## config.mk

```make
export PLATFORM = sky130hd
export DESIGN_NAME = arp_rx
export DESIGN_NICKNAME = d
export VERILOG_FILES = /design/src/rtl/eth_pkg.sv /design/src/rtl/arp_rx_crc32_d8.sv /design/src/rtl/arp_rx.sv
export SDC_FILE = /design/constraint.sdc
export NUM_CORES = 1
export LEC_CHECK = 0
export CORE_MARGIN = 4
export CORE_UTILIZATION = 49
export DETAILED_ROUTE_END_ITERATION = 16
export HOLD_SLACK_MARGIN = 0.02
export PLACE_DENSITY = 0.81
export SLEW_MARGIN = 10
export SYNTH_ARGS = -nofsm -noshare
export SYNTH_HDL_FRONTEND = slang
export SYNTH_SLANG_ARGS = --single-unit
```

## constraint.sdc

```tcl
create_clock -name clk -period 3.57 [get_ports clk]
set_input_delay 1.071 -clock clk [delete_from_list [all_inputs] [get_ports clk]]
set_output_delay 1.071 -clock clk [all_outputs]
set_load 0.03 [all_outputs]
```

## src/rtl/eth_pkg.sv

```systemverilog
// -----------------------------------------------------------------------------
// eth_pkg
// Shared Ethernet/ARP constants for the receive path: EtherType and ARP
// opcodes, preamble/SFD bytes, header lengths, CRC-32 constants, the
// broadcast MAC, the one-hot state encoding of arp_rx, and the byte-wide
// CRC-32 next-state helper used by crc32_d8.
// -----------------------------------------------------------------------------
package eth_pkg;

  localparam logic [15:0] ETH_TYPE_ARP  = 16'h0806;
  localparam logic [15:0] ARP_OP_REQ    = 16'h0001;
  localparam logic [15:0] ARP_OP_REPLY  = 16'h0002;
  localparam logic [7:0]  PREAMBLE_BYTE = 8'h55;
  localparam logic [7:0]  SFD_BYTE      = 8'hD5;

  localparam int ETH_HEAD_LEN = 14;
  localparam int ARP_LEN      = 28;

  // Counter terminal values derived from the lengths above.
  localparam logic [4:0] PREAMBLE_CNT  = 5'd7;
  localparam logic [4:0] ETH_HEAD_LAST = 5'(ETH_HEAD_LEN - 1);
  localparam logic [4:0] ARP_LAST      = 5'(ARP_LEN - 1);

  localparam logic [31:0] CRC_POLY    = 32'h04C11DB7;
  localparam logic [31:0] CRC_INIT    = 32'hFFFFFFFF;
  localparam logic [31:0] CRC_RESIDUE = 32'hC704DD7B;

  localparam logic [47:0] MAC_BROADCAST = 48'hFF_FF_FF_FF_FF_FF;

  // One-hot FSM encoding.
  localparam logic [4:0] ST_IDLE     = 5'b00001;
  localparam logic [4:0] ST_PREAMBLE = 5'b00010;
  localparam logic [4:0] ST_ETH_HEAD = 5'b00100;
  localparam logic [4:0] ST_ARP_DATA = 5'b01000;
  localparam logic [4:0] ST_RX_END   = 5'b10000;

  // One byte of CRC-32. The register is kept MSB-first while the data bits
  // enter LSB-first, which is the bit-mirrored form of the reflected
  // Ethernet CRC; in this form the good-frame residue is 32'hC704DD7B.
  function automatic logic [31:0] crc32_d8_next(input logic [31:0] crc,
                                                input logic [7:0]  data);
    logic [31:0] c;
    logic        fb;
    c = crc;
    for (int i = 0; i < 8; i++) begin
      fb = c[31] ^ data[i];
      c  = {c[30:0], 1'b0} ^ (fb ? CRC_POLY : 32'h0000_0000);
    end
    return c;
  endfunction

endpackage

```

## src/rtl/arp_rx_crc32_d8.sv

```systemverilog
// -----------------------------------------------------------------------------
// crc32_d8
// Byte-wide CRC-32 register (poly 0x04C11DB7, init 0xFFFFFFFF, reflected
// data). Only instantiated when ARP_RX_FCS_CHECK_EN is defined.
// Ports:
//   clk    - clock
//   resetn - asynchronous active-low reset (register -> init value)
//   clr    - synchronous clear to init value (priority over en)
//   en     - fold data into the CRC this cycle
//   data   - input byte
//   crc    - current CRC register value
// -----------------------------------------------------------------------------
module crc32_d8
  import eth_pkg::*;
(
  input  logic        clk,
  input  logic        resetn,
  input  logic        clr,
  input  logic        en,
  input  logic [7:0]  data,
  output logic [31:0] crc
);

  logic [31:0] crc_r;

  // CRC state register: clear, accumulate or hold.
  always_ff @(posedge clk or negedge resetn) begin
    if (!resetn) begin
      crc_r <= CRC_INIT;
    end else if (clr) begin
      crc_r <= CRC_INIT;
    end else if (en) begin
      crc_r <= crc32_d8_next(crc_r, data);
    end else begin
      crc_r <= crc_r;
    end
  end

  assign crc = crc_r;

endmodule

```

## src/rtl/arp_rx.sv

```systemverilog
// -----------------------------------------------------------------------------
// arp_rx
// Receive-side ARP parser. Locks onto preamble/SFD on the GMII byte stream,
// filters on destination MAC (BOARD_MAC or broadcast), EtherType 0x0806,
// opcode 1/2 and target IP == BOARD_IP, and publishes the sender MAC/IP and
// opcode of each accepted packet.
// Optional build macro: ARP_RX_FCS_CHECK_EN -- adds a CRC-32 check over
// destination MAC .. FCS and defers the accept to the falling edge of valid.
// Ports:
//   clk, resetn     - clock, asynchronous active-low reset
//   gmii_rxd_valid  - frame envelope
//   gmii_rxd_data   - receive byte
//   arp_rx_done     - one-cycle pulse per accepted ARP packet
//   arp_rx_type     - 0 = request, 1 = reply (updated with done)
//   src_mac, src_ip - sender addresses of the last accepted packet
// -----------------------------------------------------------------------------
module arp_rx
  import eth_pkg::*;
#(
  parameter logic [47:0] BOARD_MAC = 48'h00_11_22_33_44_55,
  parameter logic [31:0] BOARD_IP  = {8'd192, 8'd168, 8'd1, 8'd10}
) (
  input  logic        clk,
  input  logic        resetn,
  input  logic        gmii_rxd_valid,
  input  logic [7:0]  gmii_rxd_data,
  output logic        arp_rx_done,
  output logic        arp_rx_type,
  output logic [47:0] src_mac,
  output logic [31:0] src_ip
);

  logic [4:0]  state_r;
  logic [4:0]  cnt_r;
  logic        err_r;
  logic        mac_not_board_r;
  logic        mac_not_bcast_r;
  logic [47:0] stage_mac_r;
  logic [31:0] stage_ip_r;
  logic        stage_type_r;

  logic        byte_err_s;
  logic        mac_not_board_s;
  logic        mac_not_bcast_s;
  logic [5:0]  mac_sh_s;
  logic [4:0]  ip_sh_s;
  logic [7:0]  board_byte_s;
  logic [7:0]  ip_byte_s;
  logic        accept_s;
  logic        publish_s;

  // Byte of BOARD_MAC / BOARD_IP that lines up with the current counter.
  assign mac_sh_s     = 6'd40 - {cnt_r[2:0], 3'b000};
  assign ip_sh_s      = 5'd24 - {cnt_r[1:0], 3'b000};
  assign board_byte_s = 8'(BOARD_MAC >> mac_sh_s);
  assign ip_byte_s    = 8'(BOARD_IP >> ip_sh_s);

  // Per-byte field checks for the header currently being received.
  always_comb begin
    byte_err_s      = 1'b0;
    mac_not_board_s = mac_not_board_r;
    mac_not_bcast_s = mac_not_bcast_r;
    case (state_r)
      ST_ETH_HEAD: begin
        if (cnt_r < 5'd6) begin
          mac_not_board_s = mac_not_board_r | (gmii_rxd_data != board_byte_s);
          mac_not_bcast_s = mac_not_bcast_r | (gmii_rxd_data != 8'hFF);
        end else if (cnt_r == 5'd12) begin
          byte_err_s = (gmii_rxd_data != ETH_TYPE_ARP[15:8]);
        end else if (cnt_r == 5'd13) begin
          byte_err_s = (gmii_rxd_data != ETH_TYPE_ARP[7:0]);
        end else begin
          byte_err_s = 1'b0;
        end
      end
      ST_ARP_DATA: begin
        if (cnt_r == 5'd6) begin
          byte_err_s = (gmii_rxd_data != 8'h00);
        end else if (cnt_r == 5'd7) begin
          byte_err_s = (gmii_rxd_data != ARP_OP_REQ[7:0]) &&
                       (gmii_rxd_data != ARP_OP_REPLY[7:0]);
        end else if (cnt_r >= 5'd24) begin
          byte_err_s = (gmii_rxd_data != ip_byte_s);
        end else begin
          byte_err_s = 1'b0;
        end
      end
      default: begin
        byte_err_s = 1'b0;
      end
    endcase
  end

  // Last ARP byte with every check clean.
  assign accept_s = (state_r == ST_ARP_DATA) && gmii_rxd_valid &&
                    (cnt_r == ARP_LAST) && !(err_r | byte_err_s);

  // Frame FSM, counters, error flags and sender staging registers.
  always_ff @(posedge clk or negedge resetn) begin
    if (!resetn) begin
      state_r         <= ST_IDLE;
      cnt_r           <= 5'd0;
      err_r           <= 1'b0;
      mac_not_board_r <= 1'b0;
      mac_not_bcast_r <= 1'b0;
      stage_mac_r     <= 48'h0;
      stage_ip_r      <= 32'h0;
      stage_type_r    <= 1'b0;
    end else begin
      case (state_r)
        ST_IDLE: begin
          cnt_r           <= 5'd0;
          err_r           <= 1'b0;
          mac_not_board_r <= 1'b0;
          mac_not_bcast_r <= 1'b0;
          if (gmii_rxd_valid) begin
            if (gmii_rxd_data == PREAMBLE_BYTE) begin
              state_r <= ST_PREAMBLE;
              cnt_r   <= 5'd1;
            end else begin
              state_r <= ST_RX_END;
            end
          end
        end
        ST_PREAMBLE: begin
          if (!gmii_rxd_valid) begin
            state_r <= ST_IDLE;
          end else if ((gmii_rxd_data == PREAMBLE_BYTE) && (cnt_r < PREAMBLE_CNT)) begin
            cnt_r <= cnt_r + 5'd1;
          end else if ((gmii_rxd_data == SFD_BYTE) && (cnt_r == PREAMBLE_CNT)) begin
            state_r <= ST_ETH_HEAD;
            cnt_r   <= 5'd0;
          end else begin
            state_r <= ST_RX_END;
          end
        end
        ST_ETH_HEAD: begin
          if (!gmii_rxd_valid) begin
            state_r <= ST_IDLE;
          end else begin
            err_r           <= err_r | byte_err_s;
            mac_not_board_r <= mac_not_board_s;
            mac_not_bcast_r <= mac_not_bcast_s;
            if (cnt_r == ETH_HEAD_LAST) begin
              cnt_r <= 5'd0;
              // Address fails only if it matches neither the board nor broadcast.
              if (err_r | byte_err_s | (mac_not_board_s & mac_not_bcast_s)) begin
                state_r <= ST_RX_END;
              end else begin
                state_r <= ST_ARP_DATA;
              end
            end else begin
              cnt_r <= cnt_r + 5'd1;
            end
          end
        end
        ST_ARP_DATA: begin
          if (!gmii_rxd_valid) begin
            state_r <= ST_IDLE;
          end else begin
            err_r <= err_r | byte_err_s;
            if (cnt_r == 5'd7) begin
              stage_type_r <= (gmii_rxd_data == ARP_OP_REPLY[7:0]);
            end
            if ((cnt_r >= 5'd8) && (cnt_r <= 5'd13)) begin
              stage_mac_r <= {stage_mac_r[39:0], gmii_rxd_data};
            end
            if ((cnt_r >= 5'd14) && (cnt_r <= 5'd17)) begin
              stage_ip_r <= {stage_ip_r[23:0], gmii_rxd_data};
            end
            if (cnt_r == ARP_LAST) begin
              state_r <= ST_RX_END;
              cnt_r   <= 5'd0;
            end else begin
              cnt_r <= cnt_r + 5'd1;
            end
          end
        end
        ST_RX_END: begin
          // Padding and FCS are swallowed here until the envelope closes.
          if (!gmii_rxd_valid) begin
            state_r <= ST_IDLE;
          end
        end
        default: begin
          state_r <= ST_IDLE;
          cnt_r   <= 5'd0;
        end
      endcase
    end
  end

`ifdef ARP_RX_FCS_CHECK_EN
  logic        pend_r;
  logic        crc_en_s;
  logic [31:0] crc_s;

  // CRC covers destination MAC through the last FCS byte.
  assign crc_en_s = gmii_rxd_valid &&
                    ((state_r == ST_ETH_HEAD) || (state_r == ST_ARP_DATA) ||
                     (state_r == ST_RX_END));

  crc32_d8 u_crc32_d8 (
    .clk    (clk),
    .resetn (resetn),
    .clr    (state_r == ST_IDLE),
    .en     (crc_en_s),
    .data   (gmii_rxd_data),
    .crc    (crc_s)
  );

  // Header-accept flag held until the envelope closes and the CRC is judged.
  always_ff @(posedge clk or negedge resetn) begin
    if (!resetn) begin
      pend_r <= 1'b0;
    end else if (state_r == ST_IDLE) begin
      pend_r <= 1'b0;
    end else if (accept_s) begin
      pend_r <= 1'b1;
    end else begin
      pend_r <= pend_r;
    end
  end

  assign publish_s = (state_r == ST_RX_END) && !gmii_rxd_valid && pend_r &&
                     (crc_s == CRC_RESIDUE);
`else
  assign publish_s = accept_s;
`endif

  // Published outputs: done pulses once, addresses/type load only on accept.
  always_ff @(posedge clk or negedge resetn) begin
    if (!resetn) begin
      arp_rx_done <= 1'b0;
      arp_rx_type <= 1'b0;
      src_mac     <= 48'h0;
      src_ip      <= 32'h0;
    end else if (publish_s) begin
      arp_rx_done <= 1'b1;
      arp_rx_type <= stage_type_r;
      src_mac     <= stage_mac_r;
      src_ip      <= stage_ip_r;
    end else begin
      arp_rx_done <= 1'b0;
    end
  end

endmodule
```

### Word-level counts from Yosys, hierarchy flattened

Index checks and enable logic that the tools add are counted.

* reductions and logical operators: 20
* equal/unequal tests: 30
* $lt $le $gt $ge: 7
* bitwise operators: 6
* muxes and demuxes: 40
* $add $sub $neg: 3
* shifts and indexed selects: 2

Operator list (number)
* $mux W5: 18
* $pmux W5 S5: 2
* $shr A37 B6 Y8 const A: 1
* $shr A32 B5 Y8 const A: 1
* $mux W1: 16
* $ne A8 B8 Y1: 2
* $eq A5 B3 Y1 const B: 3
* $eq A5 B4 Y1 const B: 3
* $eq A5 B5 Y1 const B: 2
* $ge A5 B4 Y1 const B: 2
* $lt A5 B3 Y1 const B: 2
* $ne A2 B2 Y1 const B: 5
* $reduce_and A5 Y1: 2
* $ne A3 B3 Y1 const B: 3
* $reduce_and A3 Y1: 3
* $eq A8 B2 Y1 const B: 1
* $eq A8 B7 Y1 const B: 1
* $eq A8 B8 Y1 const B: 1
* $logic_and A1 B1 Y1: 8
* $ne A8 B1 Y1 const B: 1
* $ne A8 B2 Y1 const B: 1
* $ne A8 B3 Y1 const B: 1
* $ne A8 B4 Y1 const B: 1
* $ne A8 B8 Y1 const B: 1
* other kinds (19): 27

* word-level logic and storage cells: 120
* output and inout bits: 82
* flip-flop bits (word level): 176
* bits of input ports: 11

### Logic depth before layout (Yosys ltp)

Gate-level depths: netlist (run 1).

* depth in word-level cells: 13
* mapped depth: 11
* depth with buffers taken out: 8

### Least setup slack after synthesis (run 1)

OpenSTA, ideal clock, no wires.

* path type: input port to flip-flop
* from: input port gmii_rxd_data[7]
* to: register arp_rx_type
* arrival: 3053 ps
* stages on the path: 9
* buffers on the path: 3
* data required time: 3453 ps
* library setup time: 117 ps
* setup slack: 399 ps
* path through: buf_6 -> or4_4 -> o41ai_2 -> a211oi_1 -> or4_1 -> buf_4 -> buf_6 -> nand2_1 -> nand2_1

* longest elaborated chain between the ends: 8
* elaborated cells on any way between the ends: 17
* classes of those cells: eq/ne (5); mux (7); bitwise (1); reduce/logical (4)

RTL lines
* from (decl): line arp_rx.sv:26 `input logic [7:0] gmii_rxd_data,`
* $ne A8 B8 Y1 (tied with other cells): line arp_rx.sv:83 `byte_err_s = (gmii_rxd_data != ip_byte_s);`
* $mux W1 (tied with other cells): line arp_rx.sv:82 `end else if (cnt_r >= 5'd24) begin`
* $mux W1 (on tied branches): line arp_rx.sv:79, arp_rx.sv:68
* $mux W1 (on tied branches): line arp_rx.sv:77, arp_rx.sv:65
* $pmux W1 S2 *: line arp_rx.sv:63 `case (state_r)`
* $or A1 B1 Y1 *: line arp_rx.sv:96 `(cnt_r == ARP_LAST) && !(err_r | byte_err_s);`
* $logic_not A1 Y1 *: line arp_rx.sv:96
* $logic_and A1 B1 Y1 *: line arp_rx.sv:96
* to (signal assigned): line arp_rx.sv:240 `arp_rx_type <= stage_type_r;`
* to (decl): line arp_rx.sv:28 `output logic arp_rx_type,`

Mark *: on every way between the ends. The rest lies on a longest branch, timed or not.
A chain may end at the register's enable or synchronous reset.

### Worst setup path after layout (run 1)

* from: input port gmii_rxd_data[5]
* to: register src_mac[30]

* longest elaborated chain between the ends: 8
* elaborated cells on any way between the ends: 17
* classes of those cells: eq/ne (5); mux (7); bitwise (1); reduce/logical (4)

RTL lines
* $ne A8 B8 Y1 (tied with other cells): line arp_rx.sv:83
* $mux W1 (tied with other cells): line arp_rx.sv:82
* $mux W1 (on tied branches): line arp_rx.sv:79, arp_rx.sv:68
* $mux W1 (on tied branches): line arp_rx.sv:77, arp_rx.sv:65
* $pmux W1 S2 *: line arp_rx.sv:63
* $or A1 B1 Y1 *: line arp_rx.sv:96
* $logic_not A1 Y1 *: line arp_rx.sv:96
* $logic_and A1 B1 Y1 *: line arp_rx.sv:96
* to (signal assigned): line arp_rx.sv:241 `src_mac <= stage_mac_r;`
* to (decl): line arp_rx.sv:29 `output logic [47:0] src_mac,`

Marks and branches as above.

==> results of run 1 <==
registers in the layout (all words and copies together), names as in the netlist:
| name | count |
|---|---|
| stage_ip_r | 32 |
| arp_rx_done | 1 |
| stage_mac_r | 48 |
| cnt_r | 5 |
| mac_not_bcast_r | 1 |
| state_r | 5 |
| err_r | 1 |
| mac_not_board_r | 1 |
| src_ip | 32 |
| src_mac | 48 |
| arp_rx_type | 1 |
| stage_type_r | 1 |
layout by cell type, fill, tap and decap left out, types with 2 or more instances in the layout:
cell type and count:
nand2_1 255, nand3_1 4, clkdlybuf4s50_1 91, o21a_1 3
o21bai_1 2, nor3_1 14, buf_12 6, o21ai_1 5
nand3b_1 4, clkbuf_16 17, mux2i_1 2, and3_1 5
o2bb2ai_1 2, bufinv_16 4, nand4_1 2, nor2_1 13
a21oi_1 10, nor4_1 4, buf_4 19, ha_1 9
o22ai_1 2, nand2b_1 5, or4_1 4, mux2_1 80
o21ai_0 5, clkinv_2 4, dfrtp_1 175, nor2b_1 4
xor2_1 6, inv_1 7
cell families after synthesis:
kind of cell,share of synthesized area [%]
compound gates,4.11
buf+inv,4.19
flops,58.5
xor+xnor,0.815
mux,12.2
fa+ha+maj,1.50
simple gates,18.6
final cells by class:
class	count	area share [%]
clock buffer	18	4.73
tap	188	2.53
clock inverter	11	1.78
sequential	176	47.5
inverter	7	0.283
timing repair buffer	117	12.8
multi-input combinational	469	30.4
cells in the mapped netlist (2+ instances only):
master	number	share of area, %
nand2_1	255	13
or4_1	5	0.50
o22ai_1	2	0.17
ha_1	9	1.5
clkbuf_1	12	0.60
o21a_1	3	0.30
nor3_1	14	0.93
mux2i_1	2	0.27
buf_6	17	2.5
inv_1	7	0.35
nor2b_1	4	0.33
and3_1	5	0.42
a21oi_1	10	0.66
nand3b_1	4	0.40
xor2_1	6	0.70
o21ai_1	5	0.33
nand2b_1	5	0.42
nand3_1	4	0.27
dfrtp_1	175	58
o21bai_1	2	0.20
nand4_1	2	0.17
nor2_1	14	0.70
o2bb2ai_1	2	0.23
buf_4	3	0.30
mux2_1	80	12
buf_2	6	0.40
o21ai_0	5	0.33
nor4_1	4	0.33
worst paths after layout:
check / end / slack [ps] / depth (start not counted)
worst max-delay path: src_mac[30]$_DFFE_PN0P_ / 230 / 8
min in group asynchronous: src_mac[27]$_DFFE_PN0P_ / 600 / 1
worst min register to register: src_mac[45]$_DFFE_PN0P_ / 460 / 2
max in group asynchronous: stage_mac_r[47]$_DFFE_PN0P_ / 2160 / 2
worst max register to register: src_mac[30]$_DFFE_PN0P_ / 610 / 9
worst min-delay path: src_mac[45]$_DFFE_PN0P_ / 460 / 2
stage by stage:
| stage | power (mW) | std cells |
|---|---|---|
| floorplan | 2.10 | 690 |
| detailed placement | 2.18 | 957 |
| finish | 4.05 | 986 |
| global placement | 2.18 | 957 |
| CTS | 4.09 | 986 |
| global route | 4.18 | 986 |
power groups by stage:
stage	clock network (mW)	logic [mW]	registers, mW
after floorplan	0	0.0549	2.04
after detailed placement	0	0.133	2.04
after global routing	2.02	0.148	2.01
after global placement	0	0.131	2.04
final	1.91	0.131	2.01
after CTS	1.95	0.133	2.01
layer usage:
layer | up-vias | track usage [%] | share of wire [%]
li1 | 2481 | - | -
met3 | 18 | 5.80 | 4.8
met1 | 2614 | 23.1 | 43
met5 | - | 0 | 0
met4 | 0 | 6.24 | 1.6
met2 | 101 | 30.8 | 51
critical path, stage by stage:
cell and delay [ps]:
clkdlybuf4s50_1 420, or4_4 580, o41ai_2 280, a211oi_1 130, or4_2 730, buf_12 220
nand2_1 120, nand2_1 60
==> key figures, run 1 <==
Run status
  • Status: completed

Timing
  • Final worst path period share: 93.5%
  • Final setup skew: 7.20 ps
  • Slew Limit Fails: 0
  • Finish-stage setup viols: 0
  • TNS Setup: 0 ps
  • Max transition margin: 60.5%
  • Final-report hold violation count: 0
  • RSZ-0062 raised after global routing: no
  • Peak Freq: 300 MHz
  • Worst Tran Pin Value: 584 ps
  • Setup ws final: 233 ps
  • Min cycle time layout: 3340 ps
  • Final hold slack: 464 ps

Die
  • Initial Util: 49.7%
  • Die footprint: 17400 sq um
  • Core area: 15100 sq um
  • Horiz. Die Dim: 132 um
  • Die extent in y: 132 um
  • Boundary pin count: 93
  • Cell row count: 45

Global route
  • Total track usage: 18.5%
  • Grt total ovfl: 0
  • Number of global-route vias before repair: 5097
  • Initial antenna violation count: 0
  • Global-route wire length before repair: 25.8 mm
  • Largest net degree at the start of global routing: 61

Logic synthesis
  • Ys Warns: 0
  • Synth Instances: 690
  • Syn Area/Cell: 10.9 sq um
  • Syn Std Cell Area: 7530 sq um
  • Yosys reg bits: 176
  • Async SR Flop Fraction: 100%
  • Syn_nets: 710
  • Number of synthesized flops with an enable pin: 0
  • Register area share after synthesis: 58.5%
  • Synth cell types: 56
  • Main synth FF type: dfrtp_1

Power and ir drop
  • Leak Pwr: 4.76 nW
  • Pwr Density: 437 nW/um^2
  • Sw Share: 20.6%
  • Internal: 3.22 mW
  • VDD IR max: 0.322 mV
  • NetSw: 0.833 mW
  • Combinational power share: 3.2%
  • Reg power frac: 49.6%
  • Clock power share: 47.2%

Placed design
  • Port Buffer Count: 92
  • Pre-CTS WS: -188 ps
  • DP Wirelength: 11.1 mm
  • DP Area: 8680 sq um
  • Gpl congestion: 0.838

Critical path
  • Worst EP required: 3880 ps
  • Crit path DAT: 3650 ps
  • Crit-path max FO: 59
  • Crit Reg-Reg Startpoint: cnt_r[1]$_DFFE_PN0P_
  • CP Class: in2reg
  • Crit path launch type: primary input
  • Critical Path End Type: flip-flop
  • Worst setup path start: gmii_rxd_data[5]

Clock tree
  • CTS Buf Count: 17
  • Post-CTS Resized: 0
  • H-tree depth: 4
  • Cts hold-fix bufs: 0
  • Root buffer cell: clkbuf_16
  • Clk_lat worst skew: 430 ps
  • Clock buffer depth: 2
  • Worst-path clk slew: 60 ps
  • CTS tree: built
  • Clk sink count: 176
  • Postcts setup bufs: 0

Finish
  • # fillers: 1203
  • N_diodes: 0
  • Area of the multi-input gates: 2820 sq um
  • Syn-to-layout area delta: 23.3%
  • Final Instance Area: 9280 sq um
  • Layout cell share with drive strength beyond 1: 7.89%
  • Count of nets after finishing: 808
  • Core Util, Final: 61.3%
  • Register Area: 4410 sq um

Route
  • Vias after detailed routing: 5214
  • DRC viols: 0
  • DRT Wirelength: 16.0 mm
  • Initial DRC count: 333
  • Avg WL per Cell: 16.2 um
  • Routed Antenna Nets: 0
  • Vias per cell: 5.29
  • DR pass1 iterations: 5

Hold path
  • Min-delay src: src_mac[45]$_DFFE_PN0P_
  • Hold Crit Class: reg2reg

Job
  • Max-cap viol count: 0
(Power assumes the default switching activity.)
==> inputs of run 2 (changes only) <==
- CELL_PAD_IN_SITES_DETAIL_PLACEMENT: not set -> 1
- CELL_PAD_IN_SITES_GLOBAL_PLACEMENT: not set -> 1
- CORE_UTILIZATION: 49 -> 44
- PLACE_DENSITY: 0.81 -> 0.89
==> run 2 against run 1 <==
  * Via count is 7.2% higher
  * Critical path depth stayed put
  * Clock power is 4% higher
  * Clock skew is 6.5 ps higher
  * Setup slack worse by 40 ps
  * Core utilization is 5.3 points lower
  * Total power is 2.1% higher
  * Count of clock-buffer cells in the layout is 1 lower
  * Maximum frequency is 1.2% lower
  * Cell count is 3.8% higher
  * Largest power group unchanged
==> key figures, run 2 (synthesis gave the netlist of run 1 again) <==
Clock tree
  • CTS Buf Count: 17 (unchanged)
  • H-tree depth: 4 (unchanged)
  • Postcts setup bufs: 0 (unchanged)
  • Worst-path clk slew: 60 ps (about the same)
  • Post-CTS Resized: 0 (unchanged)
  • CTS tree: built (unchanged)
  • Clk sink count: 176 (unchanged)
  • Clock buffer depth: 2 (unchanged)
  • Clk_lat worst skew: 430 ps (about the same)
  • Root buffer cell: clkbuf_16 (unchanged)
  • Cts hold-fix bufs: 0 (unchanged)

Placed design
  • DP Wirelength: 14.1 mm (was 11.1 mm)
  • Gpl congestion: 0.885 (was 0.838)
  • Port Buffer Count: 92 (unchanged)

Run status
  • Status: completed (unchanged)

Route
  • Initial DRC count: 348 (was 333)
  • DRT Wirelength: 21.7 mm (was 16.0 mm)
  • DRC viols: 0 (unchanged)
  • Avg WL per Cell: 21.2 um (was 16.2 um)
  • Vias after detailed routing: 5587 (was 5214)
  • Vias per cell: 5.46 (was 5.29)
  • DR pass1 iterations: 4 (was 5)
  • Routed Antenna Nets: 0 (unchanged)

Critical path
  • Crit path DAT: 3680 ps (was 3650 ps)
  • Worst EP required: 3880 ps (about the same)
  • Crit path launch type: primary input (unchanged)
  • Crit-path max FO: 42 (was 59)
  • CP Class: in2reg (unchanged)
  • Critical Path End Type: flip-flop (unchanged)

Power and ir drop
  • Pwr Total: 4.14 mW (was 4.05 mW)
  • Pwr Density: 443 nW/um^2 (was 437 nW/um^2)
  • VDD IR max: 0.350 mV (was 0.322 mV)
  • Leak Pwr: 4.76 nW (about the same)

Timing
  • Final-report hold violation count: 0 (unchanged)
  • Worst Tran Pin Value: 764 ps (was 584 ps)
  • Peak Freq: 296 MHz (was 300 MHz)
  • Final setup skew: 13.7 ps (was 7.20 ps)
  • Slew Limit Fails: 0 (unchanged)
  • TNS Setup: 0 ps (unchanged)
  • Min cycle time layout: 3380 ps (was 3340 ps)
  • RSZ-0062 raised after global routing: no (unchanged)
  • Finish-stage setup viols: 0 (unchanged)
  • Max transition margin: 48.4% (was 60.5%)
  • Final worst path period share: 94.6% (was 93.5%)

Finish
  • Register Area: 4410 sq um (unchanged)
  • Area of the multi-input gates: 2820 sq um (unchanged)
  • Biggest regs: src_mac: 48 flops, stage_mac_r: 48 flops (unchanged)
  • Count of nets after finishing: 810 (was 808)
  • # fillers: 1759 (was 1203)
  • Layout cell share with drive strength beyond 1: 8.47% (was 7.89%)
  • Commonest non-fill, non-tap cell in the layout: nand2_1 (unchanged)
  • Syn-to-layout area delta: 24.2% (was 23.3%)
  • N_diodes: 0 (unchanged)
  • Most frequent cells in the layout: 255 x nand2_1, 175 x dfrtp_1, 91 x clkdlybuf4s50_1 (unchanged)

Die
  • Initial Util: 45.1% (was 49.7%)
  • Boundary pin count: 93 (unchanged)
  • Core area: 16700 sq um (was 15100 sq um)
  • Horiz. Die Dim: 139 um (was 132 um)
  • Die footprint: 19300 sq um (was 17400 sq um)
  • Cell row count: 47 (was 45)
  • Die extent in y: 139 um (was 132 um)

Job
  • Max-cap viol count: 0 (unchanged)

Global route
  • Largest net degree at the start of global routing: 78 (was 61)
  • Number of global-route vias before repair: 6373 (was 5097)
  • Global-route wire length before repair: 35.3 mm (was 25.8 mm)
  • Total track usage: 23.2% (was 18.5%)
  • Initial antenna violation count: 0 (unchanged)
  • Grt total ovfl: 0 (unchanged)

Hold path
  • Hold Crit Class: reg2reg (unchanged)
==> run 2: cell types whose count changed in the layout (fill, tap and decap cells not counted) <==
cell	delta
buf_12	-1
buf_4	+3
clkbuf_8	-1
clkinv_2	-3
clkinv_4	+1
clkinvlp_4	+4
inv_6	+2
==> run 2: final timing paths <==
| kind | to | slack (ps) | depth (start not counted) | from |
|---|---|---|---|---|
| worst max-delay path | src_ip[5]$_DFFE_PN0P_ | 190 | 8 | gmii_rxd_data[5] |
| worst min-delay path | src_mac[46]$_DFFE_PN0P_ | 470 | 2 | src_mac[46]$_DFFE_PN0P_ |
| worst max register to register | src_ip[5]$_DFFE_PN0P_ | 620 | 9 | cnt_r[1]$_DFFE_PN0P_ |
| worst min register to register | src_mac[46]$_DFFE_PN0P_ | 470 | 2 | src_mac[46]$_DFFE_PN0P_ |
| max in group asynchronous | state_r[0]$_DFFE_PN1P_ | 2140 | 2 | resetn |
| min in group asynchronous | src_mac[28]$_DFFE_PN0P_ | 640 | 1 | resetn |
==> run 2: routing by layer <==
metal | track usage, % | vias to the layer above | wire length, um
met4 | 7.67 | 0 | 457
met1 | 26.7 | 2905 | 8600
met2 | 42.5 | 146 | 11900
met3 | 5.45 | 45 | 775
met5 | 0 | - | 0
li1 | - | 2491 | -
==> run 2: final cells by class <==
| class | count | area share (%) |
|---|---|---|
| sequential | 176 | 47.1 |
| multi-input combinational | 469 | 30.2 |
| timing repair buffer | 119 | 12.7 |
| clock buffer | 17 | 4.55 |
| tap | 220 | 2.94 |
| clock inverter | 15 | 2.21 |
| inverter | 7 | 0.281 |
==> run 2: power by group <==
group / total, mW / switching [mW] / internal [mW] / leakage [nW]
registers: 2.01 / 0.00668 / 2.00 / 2.46
clock network: 1.99 / 0.811 / 1.18 / 0.293
logic: 0.144 / 0.0973 / 0.0466 / 2.01
==> run 2: per-stage QoR <==
stage	hold WS (ps)	cells	instance area [sq um]	worst slack, ps	utilization [%]
after CTS	479	1023	9350	216	56.0
after global placement	451	991	8720	-126	52.2
after floorplan	438	690	7530	399	-
final	473	1023	9350	193	56.0
after global routing	503	1023	9350	119	56.0
after detailed placement	460	991	8720	-238	52.2
==> run 2: worst max-delay path, cell delays in order <==
cell and delay (ps):
clkdlybuf4s50_1 430, or4_4 580, o41ai_2 280, a211oi_1 130, or4_2 770, buf_12 230
nand2_1 110, nand2_1 70
